### config.mk
export PLATFORM = sky130hd
export DESIGN_NAME = alu_result_display
export DESIGN_NICKNAME = d
export VERILOG_FILES = /design/src/rtl/alu_disp_pkg.sv /design/src/rtl/seg7_encode.sv /design/src/rtl/alu_result_display.sv
export SDC_FILE = /design/constraint.sdc
export NUM_CORES = 1
export LEC_CHECK = 0
export ABC_AREA = 0
export BUFFER_PORTS_ARGS = -buffer_cell sky130_fd_sc_hd__buf_2
export CAP_MARGIN = 20
export CORE_ASPECT_RATIO = 1.4
export CORE_MARGIN = 2
export CORE_UTILIZATION = 55
export DETAILED_ROUTE_END_ITERATION = 10
export GPL_TIMING_DRIVEN = 0
export PLACE_DENSITY = 0.74
export SYNTH_ARGS = -nofsm -noshare
export SYNTH_HDL_FRONTEND = slang
export SYNTH_HIERARCHICAL = 1
export SYNTH_SLANG_ARGS = --single-unit
### constraint.sdc
create_clock -name clk -period 5.3 [get_ports clk]
set_input_delay 0.53 -clock clk [delete_from_list [all_inputs] [get_ports clk]]
set_output_delay 0.53 -clock clk [all_outputs]
set_load 0.01 [all_outputs]
### src/rtl/alu_disp_pkg.sv
// Shared types and constants for the ALU result display stage.
// Glyphs are active-high {g,f,e,d,c,b,a}.
package alu_disp_pkg;

  localparam int NUM_DIGITS   = 3;
  localparam int RES_W        = 6;
  localparam int DABBLE_ITERS = 6;

  typedef enum logic [1:0] {
    IDLE,
    SHIFT,
    COMMIT
  } state_e;

  typedef enum logic [1:0] {
    KIND_DIGIT,
    KIND_OP,
    KIND_BLANK
  } glyph_kind_e;

  localparam logic [6:0] GLYPH_D0    = 7'h3F;
  localparam logic [6:0] GLYPH_D1    = 7'h06;
  localparam logic [6:0] GLYPH_D2    = 7'h5B;
  localparam logic [6:0] GLYPH_D3    = 7'h4F;
  localparam logic [6:0] GLYPH_D4    = 7'h66;
  localparam logic [6:0] GLYPH_D5    = 7'h6D;
  localparam logic [6:0] GLYPH_D6    = 7'h7D;
  localparam logic [6:0] GLYPH_D7    = 7'h07;
  localparam logic [6:0] GLYPH_D8    = 7'h7F;
  localparam logic [6:0] GLYPH_D9    = 7'h6F;
  localparam logic [6:0] GLYPH_A     = 7'h77;
  localparam logic [6:0] GLYPH_DASH  = 7'h40;
  localparam logic [6:0] GLYPH_H     = 7'h76;
  localparam logic [6:0] GLYPH_LD    = 7'h5E;
  localparam logic [6:0] GLYPH_BLANK = 7'h00;

  // Double-dabble correction: a nibble of 5 or more would overflow past 9 when doubled.
  function automatic logic [3:0] dabble_adjust(input logic [3:0] nib);
    return (nib >= 4'd5) ? nib + 4'd3 : nib;
  endfunction

endpackage

### src/rtl/seg7_encode.sv
// Combinational glyph encoder: a 4-bit code plus a glyph kind to segments.
// Out-of-range digit codes render blank rather than garbage.
module seg7_encode
  import alu_disp_pkg::*;
(
  input  logic [3:0] code,
  input  logic [1:0] kind,
  output logic [6:0] seg
);

  always_comb begin
    seg = GLYPH_BLANK;
    case (kind)
      KIND_DIGIT: begin
        case (code)
          4'd0:    seg = GLYPH_D0;
          4'd1:    seg = GLYPH_D1;
          4'd2:    seg = GLYPH_D2;
          4'd3:    seg = GLYPH_D3;
          4'd4:    seg = GLYPH_D4;
          4'd5:    seg = GLYPH_D5;
          4'd6:    seg = GLYPH_D6;
          4'd7:    seg = GLYPH_D7;
          4'd8:    seg = GLYPH_D8;
          4'd9:    seg = GLYPH_D9;
          default: seg = GLYPH_BLANK;
        endcase
      end
      KIND_OP: begin
        case (code[1:0])
          2'b00:   seg = GLYPH_A;
          2'b01:   seg = GLYPH_DASH;
          2'b10:   seg = GLYPH_H;
          default: seg = GLYPH_LD;
        endcase
      end
      default: seg = GLYPH_BLANK;
    endcase
  end

endmodule

### src/rtl/alu_result_display.sv
// ALU result display: multi-cycle binary-to-BCD conversion with a one-deep
// pending slot, feeding a 3-digit multiplexed seven-segment scan.
module alu_result_display
  import alu_disp_pkg::*;
#(
  parameter int REFRESH_DIV    = 1024,
  parameter bit SEG_ACTIVE_LOW = 1'b0
) (
  input  logic                  clk,
  input  logic                  rst_n,
  input  logic [RES_W-1:0]      res_in,
  input  logic [1:0]            op_in,
  input  logic                  load,
  output logic [6:0]            seg,
  output logic [NUM_DIGITS-1:0] dig_sel,
  output logic                  busy,
  output logic                  done
);

  localparam int                CNT_W     = $clog2(REFRESH_DIV);
  localparam logic [CNT_W-1:0]  CNT_LAST  = CNT_W'(REFRESH_DIV - 1);
  localparam int                ITER_W    = $clog2(DABBLE_ITERS + 1);
  localparam logic [ITER_W-1:0] ITER_LAST = ITER_W'(DABBLE_ITERS - 1);

  state_e             state_q, state_d;
  logic [RES_W-1:0]   bin_q, bin_d;
  logic [7:0]         bcd_q, bcd_d;
  logic [7:0]         bcd_adj;
  logic [1:0]         op_q, op_d;
  logic [ITER_W-1:0]  iter_q, iter_d;

  logic               pend_valid_q, pend_valid_d;
  logic [RES_W-1:0]   pend_res_q, pend_res_d;
  logic [1:0]         pend_op_q, pend_op_d;

  logic [3:0]         shadow_tens_q, shadow_tens_d;
  logic [3:0]         shadow_ones_q, shadow_ones_d;
  logic [1:0]         shadow_op_q, shadow_op_d;

  logic               start_req;
  logic [RES_W-1:0]   start_res;
  logic [1:0]         start_op;

  logic [CNT_W-1:0]      refresh_q;
  logic                  scan_wrap;
  logic [NUM_DIGITS-1:0] dig_sel_q, sel_next;
  logic [6:0]            seg_q, seg_enc;
  logic [3:0]            scan_code;
  glyph_kind_e           scan_kind;
  logic                  busy_q, done_q;

  assign bcd_adj = {dabble_adjust(bcd_q[7:4]), dabble_adjust(bcd_q[3:0])};

  // A live load always beats a queued one; the pending slot only feeds a restart from COMMIT.
  assign start_req = load || ((state_q == COMMIT) && pend_valid_q);
  assign start_res = load ? res_in : pend_res_q;
  assign start_op  = load ? op_in  : pend_op_q;

  always_ff @(posedge clk) begin
    if (!rst_n) begin
      state_q <= IDLE;
    end else begin
      state_q <= state_d;
    end
  end

  always_comb begin
    state_d       = state_q;
    bin_d         = bin_q;
    bcd_d         = bcd_q;
    op_d          = op_q;
    iter_d        = iter_q;
    pend_valid_d  = pend_valid_q;
    pend_res_d    = pend_res_q;
    pend_op_d     = pend_op_q;
    shadow_tens_d = shadow_tens_q;
    shadow_ones_d = shadow_ones_q;
    shadow_op_d   = shadow_op_q;

    case (state_q)
      IDLE: begin
        if (load) begin
          bin_d   = res_in;
          op_d    = op_in;
          bcd_d   = '0;
          iter_d  = '0;
          state_d = SHIFT;
        end
      end

      SHIFT: begin
        {bcd_d, bin_d} = {bcd_adj, bin_q} << 1;
        iter_d         = iter_q + 1'b1;
        if (iter_q == ITER_LAST) begin
          state_d = COMMIT;
        end
        if (load) begin
          pend_valid_d = 1'b1;
          pend_res_d   = res_in;
          pend_op_d    = op_in;
        end
      end

      COMMIT: begin
        shadow_tens_d = bcd_q[7:4];
        shadow_ones_d = bcd_q[3:0];
        shadow_op_d   = op_q;
        pend_valid_d  = 1'b0;
        if (start_req) begin
          bin_d   = start_res;
          op_d    = start_op;
          bcd_d   = '0;
          iter_d  = '0;
          state_d = SHIFT;
        end else begin
          state_d = IDLE;
        end
      end

      default: state_d = IDLE;
    endcase
  end

  always_ff @(posedge clk) begin
    if (!rst_n) begin
      bin_q         <= '0;
      bcd_q         <= '0;
      op_q          <= '0;
      iter_q        <= '0;
      pend_valid_q  <= 1'b0;
      pend_res_q    <= '0;
      pend_op_q     <= '0;
      shadow_tens_q <= '0;
      shadow_ones_q <= '0;
      shadow_op_q   <= '0;
    end else begin
      bin_q         <= bin_d;
      bcd_q         <= bcd_d;
      op_q          <= op_d;
      iter_q        <= iter_d;
      pend_valid_q  <= pend_valid_d;
      pend_res_q    <= pend_res_d;
      pend_op_q     <= pend_op_d;
      shadow_tens_q <= shadow_tens_d;
      shadow_ones_q <= shadow_ones_d;
      shadow_op_q   <= shadow_op_d;
    end
  end

  // The glyph is chosen from the digit about to be selected so seg and dig_sel change together.
  always_comb begin
    scan_wrap = (refresh_q == CNT_LAST);
    sel_next  = scan_wrap ? {dig_sel_q[NUM_DIGITS-2:0], dig_sel_q[NUM_DIGITS-1]} : dig_sel_q;
    scan_code = '0;
    scan_kind = KIND_BLANK;
    case (sel_next)
      3'b001: begin
        scan_code = shadow_ones_q;
        scan_kind = KIND_DIGIT;
      end
      3'b010: begin
        scan_code = shadow_tens_q;
        scan_kind = (shadow_tens_q == 4'd0) ? KIND_BLANK : KIND_DIGIT;
      end
      3'b100: begin
        scan_code = {2'b00, shadow_op_q};
        scan_kind = KIND_OP;
      end
      default: begin
        scan_code = '0;
        scan_kind = KIND_BLANK;
      end
    endcase
  end

  seg7_encode u_seg7_encode (
    .code (scan_code),
    .kind (scan_kind),
    .seg  (seg_enc)
  );

  always_ff @(posedge clk) begin
    if (!rst_n) begin
      refresh_q <= '0;
      dig_sel_q <= NUM_DIGITS'(1);
      seg_q     <= GLYPH_BLANK;
      busy_q    <= 1'b0;
      done_q    <= 1'b0;
    end else begin
      refresh_q <= scan_wrap ? '0 : refresh_q + 1'b1;
      dig_sel_q <= sel_next;
      seg_q     <= seg_enc;
      busy_q    <= (state_q != IDLE);
      done_q    <= (state_q == COMMIT);
    end
  end

  assign seg     = seg_q ^ {7{SEG_ACTIVE_LOW}};
  assign dig_sel = dig_sel_q ^ {NUM_DIGITS{SEG_ACTIVE_LOW}};
  assign busy    = busy_q;
  assign done    = done_q;

endmodule

Yosys cells after proc, flatten, opt, wreduce, memory -nomap -nowiden. Memory sizes are Yosys's and may differ from the RTL's. Index checks and enable logic that the tools add are counted. W data, S select, Z words.

Reductions and logical operators: 15. Add/subtract/negate cells: 4. Eq/ne operators: 14. Muxes and demuxes: 28. Order comparisons: 2. Bitwise gates (word level): 1.

Operators by type and width (number): $pmux W6 S3 (2); $pmux W8 S3 (1); $mux W6 (3); $mux W8 (2); $pmux W7 S2 (1); $mux W2 (6); $mux W3 (4); $pmux W2 S3 (2); $pmux W4 S3 (1); $add A10 B1 Y10 const B (1); $eq A10 B10 Y1 const B (1); $pmux W3 S3 (1); $ge A4 B3 Y1 const B (2); $ne A2 B2 Y1 const B (4); $eq A2 B1 Y1 const B (3); $eq A3 B3 Y1 const B (2); $logic_not A2 Y1 (3); $reduce_and A3 Y1 (2); $reduce_bool A2 Y1 (3); $add A4 B2 Y4 const B (1); $eq A2 B2 Y1 const B (2); $logic_not A4 Y1 (1); $mux W4 (1); $pmux W2 S2 (1); 12 further kinds (14).

Bits of input ports: 11. Memories kept: 1. Bits in read-only memories: 112. Word-level logic and storage cells: 81. Register bits after elaboration: 62. Output and inout port bits: 12.

Memories: (name not given) (depth 16, width 7, rd ports 1, clocked after memory_dff 0, write ports 0, line seg7_encode.sv:15) `case (code)`.

Logic depth before layout (Yosys ltp).
Depth in word-level cells: 7. Gate-level depth with buffers: 12. Gate-level depth less buffers: 11.

Hierarchy. Netlist, hierarchy kept.

Modules (own cells, without submodules): alu_result_display (times used 1, sequential area each 1241.2 um^2, area an instance 3027.9 um^2, cells each 361); seg7_encode (times used 1, sequential area each 0.0 um^2, area an instance 270.3 um^2, cells each 39).

Least setup slack after synthesis. Ideal clock, no wire load.

Kind: register to register. From: register refresh_q[0]. To: register seg_q[4] (netlist: seg[4]). Required time: 5185 ps. Cell stages (with the launch flop): 13. Period minus slack after synthesis: 2463 ps. Slack: 2837 ps. Arrival: 2348 ps. Buffers on the path: 1. Library setup time: 115 ps. Cell sequence: dfxtp_1 ha_1 nand4_1 or3_1 buf_2 o211ai_1 o21a_1 inv_1 ha_1 mux2i_1 nor2_1 o31a_1 and2_1.

Word-level cells in the longest chain between the ends: 7. Elaborated cells on any way between the ends: 15. Those cells by class: eq/ne: 7; mux: 5; reduce/logical: 2; memory: 1.

RTL lines: from (decl) (line alu_result_display.sv:44) `logic [CNT_W-1:0] refresh_q;`; from (signal assigned) (line alu_result_display.sv:190) `refresh_q <= scan_wrap ? '0 : refresh_q + 1'b1;`; $eq A10 B10 Y1 * (line alu_result_display.sv:152) `scan_wrap = (refresh_q == CNT_LAST);`; $mux W3 * (line alu_result_display.sv:153) `sel_next = scan_wrap ? {dig_sel_q[NUM_DIGITS-2:0], dig_sel_q[NUM_DIGITS-1]} : dig_sel_q;`; $eq A3 B3 Y1, or another cell as far along (line alu_result_display.sv:156) `case (sel_next)`; $pmux W4 S3 * (line alu_result_display.sv:156); via scan_code[1] (line alu_result_display.sv:48) `logic [3:0] scan_code;`; branches (longest 2 deep; another with $mem_v2 Z16 W7); $pmux W7 S2 * (line seg7_encode.sv:13) `case (kind)`; via seg_enc[4] (line alu_result_display.sv:47) `logic [6:0] seg_q, seg_enc;`; to (signal assigned) (line alu_result_display.sv:192) `seg_q <= seg_enc;`; to (decl) (line alu_result_display.sv:47).

Mark *: on every way through the listed nets, which the timed path passes. A chain may end at the register's enable or synchronous reset.

Worst setup path after layout. Same ends and word-level chain as after synthesis.

==> out/qor.csv <==
stage,metric,value,unit
run_status,status,finished clean,
global_routing,vias in the first global route,2705,
sta,fin crit share,53.1,%
yosys,Post-Syn Instances,400,
critical_path,Critical Path Sink Type,flip-flop,
cells_and_area,"Cell Count, Final, Fillers Out",507,
cells_and_area,layout cells sized above 1,13.5,%
yosys,Yosys cell types,48,
placed_design,placer congestion estimate,0.870,
cts,# Post-CTS Setup Buffers,0,
sta,Pins Over Slew Limit,0,
sta,final hold slack,0.454,ns
critical_path,Crit path top cell by count,ha_1,
global_routing,grt met1 use,24.8,%
detailed_routing,via density per instance,5.82,
critical_path,worst setup path category,flip-flop to flip-flop,
yosys,Yosys top cell by area,dfxtp_1,
power_and_ir_drop,Power Total,1.10,mW
cts,clock buffer depth,2,
power_and_ir_drop,worst vdd ir,0.179,mV
cts,CTS resizes,0,
yosys,number of synthesis warnings,6,
detailed_routing,DRT Pass-1 Iters,4,
detailed_routing,post-route ant nets,0,
critical_path,WP buf/inv,2,
cts,CTS Hold Bufs,0,
sta,"Hold Vio Cnt, Final",0,
global_routing,initial antenna violation count,0,
power_and_ir_drop,Pwr per Cell Area,296,nW/um2
power_and_ir_drop,Seq pwr share,45.4,%
placed_design,DP Cell Count,491,
global_routing,met2 Use GR,44.2,%
critical_path,CP max-delay cell,or3_1,
cells_and_area,Nets,460,
yosys,Synth top area share,37.6,%
sta,Max Clock Skew,0.0124,ns
global_routing,"Remaining Overflow, GRT",0,
cts,H-tree Lvls,3,
global_routing,aggregate global-route resource usage,23.6,%
yosys,Synthesized Nets,428,
global_routing,met3 Usage GRT,4.55,%
critical_path,Startpoint Class,flip-flop,
yosys,post-synthesis sequential area ratio,37.6,%
cts,Root Buffer,clkbuf_8,
floorplan,die area,6640,um2
yosys,ys async rst share,0,%
global_routing,largest net degree at the start of global routing,14,
critical_path,r2r setup slk,2.49,ns
yosys,ranking of synthesized cells by area,"dfxtp_1, ha_1, nand2_1",
min_path,HP Class,flip-flop to flip-flop,
floorplan,io pins,23,
global_routing,most used routing layer,met2,
sta,RSZ-0062 raised after global routing,no,
power_and_ir_drop,switching pwr,0.295,mW
power_and_ir_drop,LEAKAGE,1.46,nW
critical_path,critical path data arrival time,3.05,ns
placed_design,Buffers on Ports,21,
sta,minimum clock period,2.81,ns
global_routing,global-route wire length before repair,12.4,mm
power_and_ir_drop,Clock Power Share,43.2,%
yosys,#FFs+latches synth,62,
critical_path,Crit Path Max Fanout,10,
yosys,Synth Cell Area,3300,um2
cells_and_area,Layout area overhead,12.7,%
detailed_routing,Detailed Route Iter0 Violations,130,
cells_and_area,ant diodes,0,
cts,CTS tree,built,
sta,setup TNS,0,ns
floorplan,Die Ht,95.6,um
detailed_routing,drt drc,0,
floorplan,core area,5820,um2
flow_run,maximum capacitance violations,0,
yosys,Synth Flop Type,dfxtp_1,
critical_path,CP Cell Sequence,ha_1 > nand4_1 > or3_1 > buf_2 > o211ai_1 > o21a_1 > inv_1 > ha_1 > mux2i_1 > nor2_1 > o31a_1 > and2_1,
cts,Clock Latency Late Sink,0.35,ns
cts,CTS clock-pin slew for the worst setup and hold paths,0.08,ns
power_and_ir_drop,switching share of total power,26.9,%
sta,Least-Margin Pin Slew,0.675,ns
placed_design,post-DP HPWL,5.45,mm
yosys,Post-synth EDFFs,0,
yosys,Syn Area/Cell,8.25,um2
detailed_routing,via count,2950,
cts,total CTS buffers,9,
sta,# setup viols final,0,
critical_path,Crit path largest cell delay,0.41,ns
cts,clk sinks,62,
floorplan,Die X,69.4,um
detailed_routing,Routed WL,7.48,mm
floorplan,Row Count,33,
floorplan,initial core utilization,56.7,%
critical_path,CP required,5.54,ns
detailed_routing,average routed wire per standard cell,14.8,um
power_and_ir_drop,combinational share of power,11.3,%
critical_path,Top Family by Delay on Critical Path,simple AND/OR/NAND/NOR gates,
sta,Max-Slew Margin vs Limit,55.0,%
power_and_ir_drop,Pint,0.804,mW
sta,Peak Freq,0.356,GHz
==> final cells by class <==
class	instances	area [um2]
Buffer	24	116
Clock buffer	9	124
Clock inverter	7	103
Fill cell	521	2100
Inverter	19	71.3
Multi-Input combinational cell	295	1870
Sequential cell	62	1240
Tap cell	70	87.6
Timing Repair Buffer	21	105
==> worst reg2reg max path: stages (launching register included) <==
cell,delay (ns)
dfxtp_1,0.38
ha_1,0.22
nand4_1,0.17
or3_1,0.41
buf_2,0.21
o211ai_1,0.10
o21a_1,0.24
inv_1,0.13
ha_1,0.23
mux2i_1,0.16
nor2_1,0.06
o31a_1,0.27
and2_1,0.15
==> synthesized netlist by cell type, types with 6 or more instances <==
cell type / instances
a21oi_1: 29
a22oi_1: 6
and2_1: 9
buf_2: 9
clkbuf_1: 10
dfxtp_1: 62
ha_1: 17
inv_1: 18
mux2i_1: 16
nand2_1: 45
nand3_1: 20
nor2_1: 37
nor2b_1: 12
o21ai_0: 23
xnor2_1: 6
==> per-stage QoR <==
stage | utilization [%] | cell area, um2 | setup WS (ns)
CTS | 63.9 | 3720 | 2.47
floorplan | - | 3300 | 2.84
finish | 63.9 | 3720 | 2.49
global placement | 60.0 | 3490 | 2.52
global route | 63.9 | 3720 | 2.22
detailed placement | 60.0 | 3490 | 2.49
==> kinds of logic after synthesis <==
kind of cell | after synthesis | share of synthesized area, %
and+or+nand+nor | 148 | 21.7
AOI/OAI and AO/OA | 105 | 21.3
xor gates and xnor gates | 9 | 2.39
buffers and inverters | 43 | 5.69
muxes | 16 | 4.86
DFF | 62 | 37.6
adders and majority gates | 17 | 6.45
==> state kept, by name, summed over array words and instances, names as in the netlist, 3 cells and up <==
signal and cells:
shadow_ones_q 4, bin_q 6, pend_res_q 6, iter_q 3
bcd_q 8, seg 7, refresh_q 10, shadow_tens_q 4
dig_sel 3
==> routing by layer <==
metal  wire [um]  vias up
met5           0        -
met3         250       18
li1            -     1476
met4         216        0
met1        3010     1395
met2        4000       61
==> placed cells by master, fill, tap and decap left out, types with 5 or more instances in the layout <==
master	netlist	layout
a21oi_1	29	29
a211o_1	5	5
nand3_1	20	20
dfxtp_1	62	62
o22ai_1	5	5
o221a_2	5	5
o21ai_0	23	23
clkbuf_1	10	10
ha_1	17	17
nor2_1	37	37
and3_1	5	5
xnor2_1	6	6
mux2i_1	16	16
inv_1	18	18
a22oi_1	6	6
clkbuf_8	0	9
buf_2	9	30
and2_1	9	9
nor2b_1	12	12
nand2_1	45	45
==> power groups by stage <==
stage                     Clock (mW)  Combinational (mW)  Sequential (mW)
after floorplan                    0              0.0869            0.509
after global routing           0.502               0.138            0.503
after CTS                      0.483               0.125            0.500
after global placement             0               0.121            0.509
after detailed placement           0               0.124            0.510
final                          0.475               0.125            0.500
==> worst paths after layout <==
check                                          startpoint                         to  depth (start not counted)
worst max-delay path              refresh_q[0]$_SDFF_PP0_          seg[4]$_SDFF_PN0_                         12
worst min-delay path            pend_op_q[0]$_SDFFE_PN0P_  pend_op_q[0]$_SDFFE_PN0P_                          2
worst max register to register    refresh_q[0]$_SDFF_PP0_          seg[4]$_SDFF_PN0_                         12
worst min register to register  pend_op_q[0]$_SDFFE_PN0P_  pend_op_q[0]$_SDFFE_PN0P_                          2
Note: power is estimated with default switching activity, not from simulation.
